==> src/rtl/noc_pkg.sv <==
// Shared NoC types: packet width, packet type, merge priority states, tagged FIFO entry.
// Latency: n/a (types and constants only).
// Backpressure: n/a.
package noc_pkg;

    localparam int WIDTH_PACKAGE = 33;

    typedef logic [WIDTH_PACKAGE-1:0] packet_t;

    // Which input wins when both offer a packet in the same cycle.
    typedef enum logic {
        PRI0 = 1'b0,
        PRI1 = 1'b1
    } pri_t;

    // Queued entry: source input index above the packet bits.
    typedef struct packed {
        logic    src;
        packet_t packet;
    } entry_t;

endpackage

==> src/rtl/merge_arb_sync_fifo.sv <==
// Circular-buffer FIFO with count-based full/empty and a held head value while empty.
// Latency: a push at edge k is visible on head_data at edge k; pop consumes the head at an edge.
// Backpressure: push is ignored while full (even with a same-cycle pop); pop is ignored while empty.
module sync_fifo #(
    parameter int WIDTH = 34,
    parameter int DEPTH = 2
) (
    input  logic             clk,
    input  logic             rst_n,
    input  logic             push,
    input  logic [WIDTH-1:0] push_data,
    input  logic             pop,
    output logic [WIDTH-1:0] head_data,
    output logic             full,
    output logic             empty
);

    localparam int AW = (DEPTH > 1) ? $clog2(DEPTH) : 1;
    localparam logic [AW:0] FULL_COUNT = (AW + 1)'(DEPTH);

    logic [WIDTH-1:0] mem [DEPTH];
    logic [AW-1:0]    wr_ptr;
    logic [AW-1:0]    rd_ptr;
    logic [AW:0]      count;
    logic [WIDTH-1:0] last_head;
    logic             do_push;
    logic             do_pop;

    assign full    = (count == FULL_COUNT);
    assign empty   = (count == '0);
    assign do_push = push & ~full;
    assign do_pop  = pop & ~empty;

    // While empty the output keeps showing the most recent head (zero after reset).
    assign head_data = empty ? last_head : mem[rd_ptr];

    // Pointer and occupancy bookkeeping; pointers wrap naturally at DEPTH.
    always_ff @(posedge clk or negedge rst_n) begin
        if (!rst_n) begin
            wr_ptr <= '0;
            rd_ptr <= '0;
            count  <= '0;
        end else begin
            if (do_push) begin
                wr_ptr <= wr_ptr + 1'b1;
            end
            if (do_pop) begin
                rd_ptr <= rd_ptr + 1'b1;
            end
            if (do_push && !do_pop) begin
                count <= count + 1'b1;
            end else if (do_pop && !do_push) begin
                count <= count - 1'b1;
            end
        end
    end

    // Storage array; contents are meaningless until written, so no reset.
    always_ff @(posedge clk) begin
        if (do_push) begin
            mem[wr_ptr] <= push_data;
        end
    end

    // Track the head shown each non-empty cycle so it can be held once the FIFO drains.
    always_ff @(posedge clk or negedge rst_n) begin
        if (!rst_n) begin
            last_head <= '0;
        end else if (!empty) begin
            last_head <= mem[rd_ptr];
        end
    end

endmodule

==> src/rtl/merge_arb.sv <==
// Two-input round-robin merge: one input packet per cycle tagged with its source into an output FIFO.
// Latency: packet accepted at edge k is on r_valid/r_data after edge k; earliest pop at edge k+1.
// Backpressure: input readies drop while the FIFO is full and stay low until a pop edge; r_ready never feeds the readies.
module merge_arb #(
    parameter int WIDTH_PACKAGE = noc_pkg::WIDTH_PACKAGE,
    parameter int DEPTH         = 2
) (
    input  logic                     clk,
    input  logic                     rst_n,
    input  logic                     l0_valid,
    output logic                     l0_ready,
    input  logic [WIDTH_PACKAGE-1:0] l0_data,
    input  logic                     l1_valid,
    output logic                     l1_ready,
    input  logic [WIDTH_PACKAGE-1:0] l1_data,
    output logic                     r_valid,
    input  logic                     r_ready,
    output logic [WIDTH_PACKAGE-1:0] r_data,
    output logic                     r_src
);

    import noc_pkg::*;

    pri_t                   pri;
    logic [1:0]             grant;
    logic                   full;
    logic                   empty;
    logic                   push;
    logic                   pop;
    logic [WIDTH_PACKAGE:0] push_entry;
    logic [WIDTH_PACKAGE:0] head_entry;

    // Grant: a lone requester wins outright; on contention the priority state decides.
    always_comb begin
        grant = 2'b00;
        if (l0_valid && l1_valid) begin
            grant = (pri == PRI0) ? 2'b01 : 2'b10;
        end else begin
            grant = {l1_valid, l0_valid};
        end
    end

    // Readies are gated by reset so an in-flight handshake is voided while rst_n is low.
    assign l0_ready = grant[0] & ~full & rst_n;
    assign l1_ready = grant[1] & ~full & rst_n;

    assign push       = l0_ready | l1_ready;
    assign push_entry = l1_ready ? {1'b1, l1_data} : {1'b0, l0_data};

    assign r_valid = ~empty;
    assign pop     = r_valid & r_ready;
    assign {r_src, r_data} = head_entry;

    // Priority FSM: after serving input N, the other input gets priority; idle cycles hold.
    always_ff @(posedge clk or negedge rst_n) begin
        if (!rst_n) begin
            pri <= PRI0;
        end else if (l0_ready) begin
            pri <= PRI1;
        end else if (l1_ready) begin
            pri <= PRI0;
        end
    end

    sync_fifo #(
        .WIDTH (WIDTH_PACKAGE + 1),
        .DEPTH (DEPTH)
    ) u_fifo (
        .clk       (clk),
        .rst_n     (rst_n),
        .push      (push),
        .push_data (push_entry),
        .pop       (pop),
        .head_data (head_entry),
        .full      (full),
        .empty     (empty)
    );

endmodule

==> config.mk <==
export PLATFORM = sky130hd
export DESIGN_NAME = merge_arb
export DESIGN_NICKNAME = d
export VERILOG_FILES = /design/src/rtl/noc_pkg.sv /design/src/rtl/merge_arb_sync_fifo.sv /design/src/rtl/merge_arb.sv
export SDC_FILE = /design/constraint.sdc
export NUM_CORES = 1
export LEC_CHECK = 0
export CAP_MARGIN = 40
export CORE_MARGIN = 2
export CORE_UTILIZATION = 49
export CTS_CLUSTER_DIAMETER = 40
export CTS_CLUSTER_SIZE = 20
export DETAILED_ROUTE_END_ITERATION = 8
export GPL_ROUTABILITY_DRIVEN = 1
export GPL_TIMING_DRIVEN = 1
export PLACE_DENSITY = 0.9
export SLEW_MARGIN = 20
export SYNTH_ARGS = -nofsm -noshare
export SYNTH_HDL_FRONTEND = slang
export SYNTH_SLANG_ARGS = --single-unit
==> constraint.sdc <==
create_clock -name clk -period 3.65 [get_ports clk]
set_input_delay 0.73 -clock clk [delete_from_list [all_inputs] [get_ports clk]]
set_output_delay 0.73 -clock clk [all_outputs]
set_load 0.005 [all_outputs]
* Word level (Yosys, flattened, before mapping)
Memory sizes are Yosys's and may differ from the RTL's.
Index checks and enable logic that the tools add are counted.
** Operators by class
- Multiplexer cells :: 10
- Reductions and logical operators :: 8
- Bitwise logic cells :: 10
- Add/sub/neg operators :: 4
- Equality and inequality tests :: 1
- Order comparisons :: 0
- Divide/modulo/power cells :: 0
- Shift operators :: 0
- $mul :: 0
** Operators with widths (number)
- 34-bit 2-to-1 mux :: 2
- 2-bit 2-to-1 mux :: 4
- 1-bit AND :: 7
- 1-bit 2-to-1 mux :: 4
- 2-bit nonzero test :: 2
- 1-bit logical AND :: 3
- 1-bit adder, second input constant :: 2
- 2-bit by 1-bit adder with 2-bit output, second input constant :: 1
- 2-bit equality test, second input constant :: 1
- 1-bit logical NOT :: 2
- 2-bit logical NOT :: 1
- 1-bit NOT :: 2
- 2-bit by 1-bit subtractor with 2-bit output, second input constant :: 1
- 1-bit OR :: 1
** Word-level totals
- Logic and storage cells :: 39
- Bits in latches :: 0
- Memory bits (writable) :: 68
- Memories kept :: 1
- Input port bits :: 71
- ROM bits :: 0
- Output and inout port bits :: 37
- Bits in registers :: 39
** Memories
- u_fifo.mem :: depth 2, width 34, read ports 1, clocked after Yosys merged registers in 0, write ports 1, RTL line merge_arb_sync_fifo.sv:21 : logic [WIDTH-1:0] mem [DEPTH];

* Depth between registers and ports, before layout
- Depth after elaboration :: 10
- Depth in mapped cells :: 8
- Depth with buffers taken out :: 7

* Modules after synthesis
Synthesis repeated with hierarchy kept, for this count alone.
** Second synthesis, totals
- Cell total of the unflattened synthesis :: 282
- Area total of the unflattened synthesis :: 4354.2 um^2
** Modules (own cells, without submodules)
- sync_fifo :: instances 1, cells each 235, area an instance 3853.7 um^2
- merge_arb :: instances 1, cells each 47, area an instance 500.5 um^2

* Least setup slack after synthesis
No wires, ideal clock.
- Path kind :: input to register
- Start point :: in l1_valid
- End point :: mem u_fifo.mem[0][0], enable pin
- Path slack :: 0.869 ns
- Required time :: 3.225 ns
- Stages :: 2
- Path buffers :: 0
- Data arrival time :: 2.356 ns
- Library setup time :: 0.425 ns
- Cell sequence :: o211ai_1 > nor2_1
** Between the ends
- Word-level cells in the longest chain between the ends :: 8
** RTL lines
- start: declaration :: RTL line merge_arb.sv:13 : input logic l1_valid,
- 1-bit logical AND :: RTL line merge_arb.sv:36 : if (l0_valid && l1_valid) begin
- 2-bit 2-to-1 mux * :: RTL line merge_arb.sv:36
- 1-bit AND, on equally long branches (2 in series) :: RTL line merge_arb.sv:44, merge_arb.sv:45
- 1-bit OR * :: RTL line merge_arb.sv:47 : assign push = l0_ready | l1_ready;
- 1-bit AND * :: RTL line merge_arb_sync_fifo.sv:31 : assign do_push = push & ~full;
- 1-bit 2-to-1 mux * :: RTL line merge_arb_sync_fifo.sv:60 : if (do_push) begin
- 1-bit 2-to-1 mux (not written as such) * :: RTL line merge_arb_sync_fifo.sv:61 : mem[wr_ptr] <= push_data;
- end: declaration :: RTL line merge_arb_sync_fifo.sv:21
Mark *: on every way between the ends. The rest lies on a longest branch, timed or not.

* Final worst setup path
- Start point :: reg u_fifo.count[1]
- End point :: out r_data[10]
** Between the ends
- Word-level cells in the longest chain between the ends :: 2
** RTL lines
- start: declaration :: RTL line merge_arb_sync_fifo.sv:24 : logic [AW:0] count;
- start signal: assignment :: RTL line merge_arb_sync_fifo.sv:51 : count <= count + 1'b1;
- start signal: assignment :: RTL line merge_arb_sync_fifo.sv:53 : count <= count - 1'b1;
- 2-bit logical NOT :: RTL line merge_arb_sync_fifo.sv:30 : assign empty = (count == '0);
- 34-bit 2-to-1 mux
- end: declaration :: RTL line merge_arb.sv:18 : output logic [WIDTH_PACKAGE-1:0] r_data,
No other way between the ends.

==> out/qor_table.md <==
| Quantity | Value |
|---|---|
| Initial Util | 50.3% |
| Global route total overflow | 0 |
| Via count of the first global-routing pass | 2753 |
| Final HPWL from detailed placement | 5800 um |
| DR DRC count | 0 |
| RD Place Congestion | 0.693 |
| Chain of cells forming the critical path | or2_2 -> buf_4 -> nor2_1 -> a21oi_1 -> clkdlybuf4s50_1 |
| CP Buf/Inv Count | 2 |
| Final worst hold slack | 201 ps |
| Portion of the post-synthesis area used by sequential elements | 68.8% |
| Result of the run | complete, no violations |
| Worst stage delay on the critical path | 580 ps |
| Startpoint kind of the worst setup timing path | register |
| Via count | 2599 |
| Maximum level of the CTS H-tree | 3 |
| Total negative slack for setup checks | 0 ps |
| Wire length per cell after detailed routing | 16.5 um |
| Post-route total power | 4.28 mW |
| Arrival time worst endpoint | 2530 ps |
| 1st-pass router iterations | 4 |
| Global-route met2 utilization | 33.0% |
| Number of storage elements in the synthesis netlist | 107 |
| Fin. max-slew vios | 0 |
| Post-layout instance count excluding filler cells | 502 |
| Detailed Route WL | 8300 um |
| Mapped Area | 4390 um^2 |
| Mean Syn Cell Area | 15.7 um^2 |
| Number of violations of the max-capacitance limit | 0 |
| Final nets | 461 |
| Area growth syn-to-layout | 31.8% |
| Met3 demand-to-capacity share in global routing | 3.48% |
| CTS tree | built |
| Critical path class | reg -> out |
| Worst slew margin | 57.3% |
| Final period utilization | 89.4% |
| Count of input and output buffers | 107 |
| Overall die area | 9730 um^2 |
| Count of endpoints failing hold in the final timing report | 0 |
| Unique masters post-synth | 23 |
| Count of pins on the block boundary | 108 |
| Horizontal extent of the die | 98.6 um |
| Layer with the highest usage after global routing | met2 |
| Worst hold path type | in -> async |
| Count of antenna-violating nets left after detailed routing | 0 |
| Cell class contributing the biggest share of worst-path delay | buffers and inverters |
| Share of layout cells above drive strength 1 | 15.7% |
| Combined global-route utilization of all metal layers | 17.8% |
| Power per standard cell area | 740 nW/um^2 |
| RSZ-0062 raised after global routing | no |
| Buffer type at the clock tree root | clkbuf_8 |
| Maximum buffer depth of the clock tree | 2 |
| Leakage dissipation | 2.31 nW |
| Standard cell core area | 8720 um^2 |
| Final setup skew | 11.6 ps |
| Total number of placement rows | 34 |
| Count of buffers added by post-CTS timing repair for setup | 0 |
| Pin count of the biggest net entering global routing | 38 |
| Highest Clock Rate | 306 MHz |
| Crit Path Max Fanout | 32 |
| First-pass GRT wire length | 13400 um |
| Crit path time final | 3260 ps |
| YS warnings | 0 |
| Crit-path slowest cell | clkdlybuf4s50_1 |
| Syn Nets | 351 |
| Skew-Pair Late Insertion Delay | 350 ps |
| Number of violations reported at the end of detailed-routing iteration 0 | 83 |
| Height of the die | 98.6 um |
| Data required time at the worst endpoint | 2920 ps |
| Number of antenna violations at the first check in global routing | 0 |
| Placed instance count | 486 |
| Cells after Synth | 279 |
| CTS resizes | 0 |
| Setup Viol. Count Final | 0 |
| Number of antenna repair diodes | 0 |
| CTS clock-pin slew for the worst setup and hold paths | 100 ps |
| Number of CTS-inserted buffers | 9 |
| Via/cell ratio | 5.18 |
| Max VDD drop | 0.331 mV |
| Sort of element at the end of the critical path | output pin |
| Sinks on Clock Net | 107 |
| Hold buffer count at CTS | 0 |
| Worst-Margin Slew | 638 ps |
| Fraction of met1 tracks used by global routing | 20.3% |
routing by layer:
layer / vias to the layer above / part of all wire, % / routed length [um]
met3: 12 / 4.5 / 371
met4: 0 / 1.9 / 154
met5: - / 0 / 0
li1: 1229 / - / -
met2: 73 / 54 / 4510
met1: 1285 / 39 / 3260
sequential cells by signal, indices dropped and copies added, names as in the netlist:
| register | cells |
|---|---|
| u_fifo.mem | 68 |
| u_fifo.rd_ptr | 1 |
| u_fifo.wr_ptr | 1 |
| pri | 1 |
| u_fifo.last_head | 34 |
| u_fifo.count | 2 |
cells by family after synthesis:
kind of cell	share of synthesized area (%)
simple gates	3.82
fa+ha+maj	0.285
mux	18.7
flops	68.8
compound gates	5.10
xor+xnor	0.998
buf+inv	2.31
Yosys cell counts (all sizes together):
master / count / area, um^2
o211ai: 1 / 7.51
dfrtp: 39 / 976
nor2: 37 / 139
mux2: 33 / 480
clkbuf: 7 / 27.5
a31oi: 1 / 6.26
nand2: 1 / 3.75
o2111ai: 1 / 26.3
xnor2: 3 / 26.3
xor2: 2 / 17.5
a21oi: 35 / 175
a41oi: 1 / 8.76
nand3: 1 / 5.00
mux2i: 34 / 340
ha: 1 / 12.5
or2: 1 / 6.26
inv: 4 / 15.0
edfxtp: 68 / 2040
buf: 8 / 58.8
nand2b: 1 / 13.8
cells in the final DEF (no fill, tap or decap), types with 2 or more instances in the layout:
cell and n:
nor2_4 2, mux2_2 4, clkdlybuf4s50_1 106, edfxtp_1 68, dfrtp_1 38, inv_1 4
inv_6 3, mux2_4 29, a21oi_1 35, mux2i_1 34, xor2_1 2, buf_4 4
xnor2_1 3, clkinv_2 2, clkbuf_8 9, buf_12 3, nor2_1 35
stage by stage:
step | util (%) | instance area (um^2) | setup WS (ps)
after global routing | 66.3 | 5780 | 204
final | 66.3 | 5780 | 387
after CTS | 66.3 | 5780 | 380
after floorplan | - | 4390 | 869
after global placement | 64.3 | 5610 | 772
after detailed placement | 64.3 | 5610 | 762
final cells by class:
type	instances	area (um^2)
flip-flops and latches	107	3020
multi-input cells	153	1280
inverters	4	15.0
repair buffers	114	1160
fillers	626	2940
clock inverters	7	48.8
well taps	108	135
clock buffers	9	124
path summary, 6_finish.rpt:
| path | start | endpoint | slack (ps) | cells after the start |
|---|---|---|---|---|
| min in group clk | u_fifo.count[0]$_DFFE_PN0P_ | u_fifo.count[0]$_DFFE_PN0P_ | 540 | 1 |
| min | rst_n | pri$_DFFE_PN0P_ | 200 | 1 |
| max in group asynchronous | rst_n | u_fifo.rd_ptr$_DFFE_PN0P_ | 2690 | 2 |
| max | u_fifo.count[1]$_DFFE_PN0P_ | r_data[10] | 390 | 5 |
| max reg2reg | u_fifo.count[1]$_DFFE_PN0P_ | u_fifo.count[1]$_DFFE_PN0P_ | 1530 | 7 |
| min reg2reg | u_fifo.count[0]$_DFFE_PN0P_ | u_fifo.count[0]$_DFFE_PN0P_ | 540 | 1 |
power breakdown:
| group | internal (mW) | total (mW) | leakage (nW) | switching, mW |
|---|---|---|---|---|
| logic | 0.965 | 1.77 | 1.14 | 0.804 |
| registers | 1.71 | 1.87 | 1.07 | 0.162 |
| clock network | 0.252 | 0.637 | 0.0918 | 0.385 |
No activity file was read; power rests on OpenSTA's default activity.
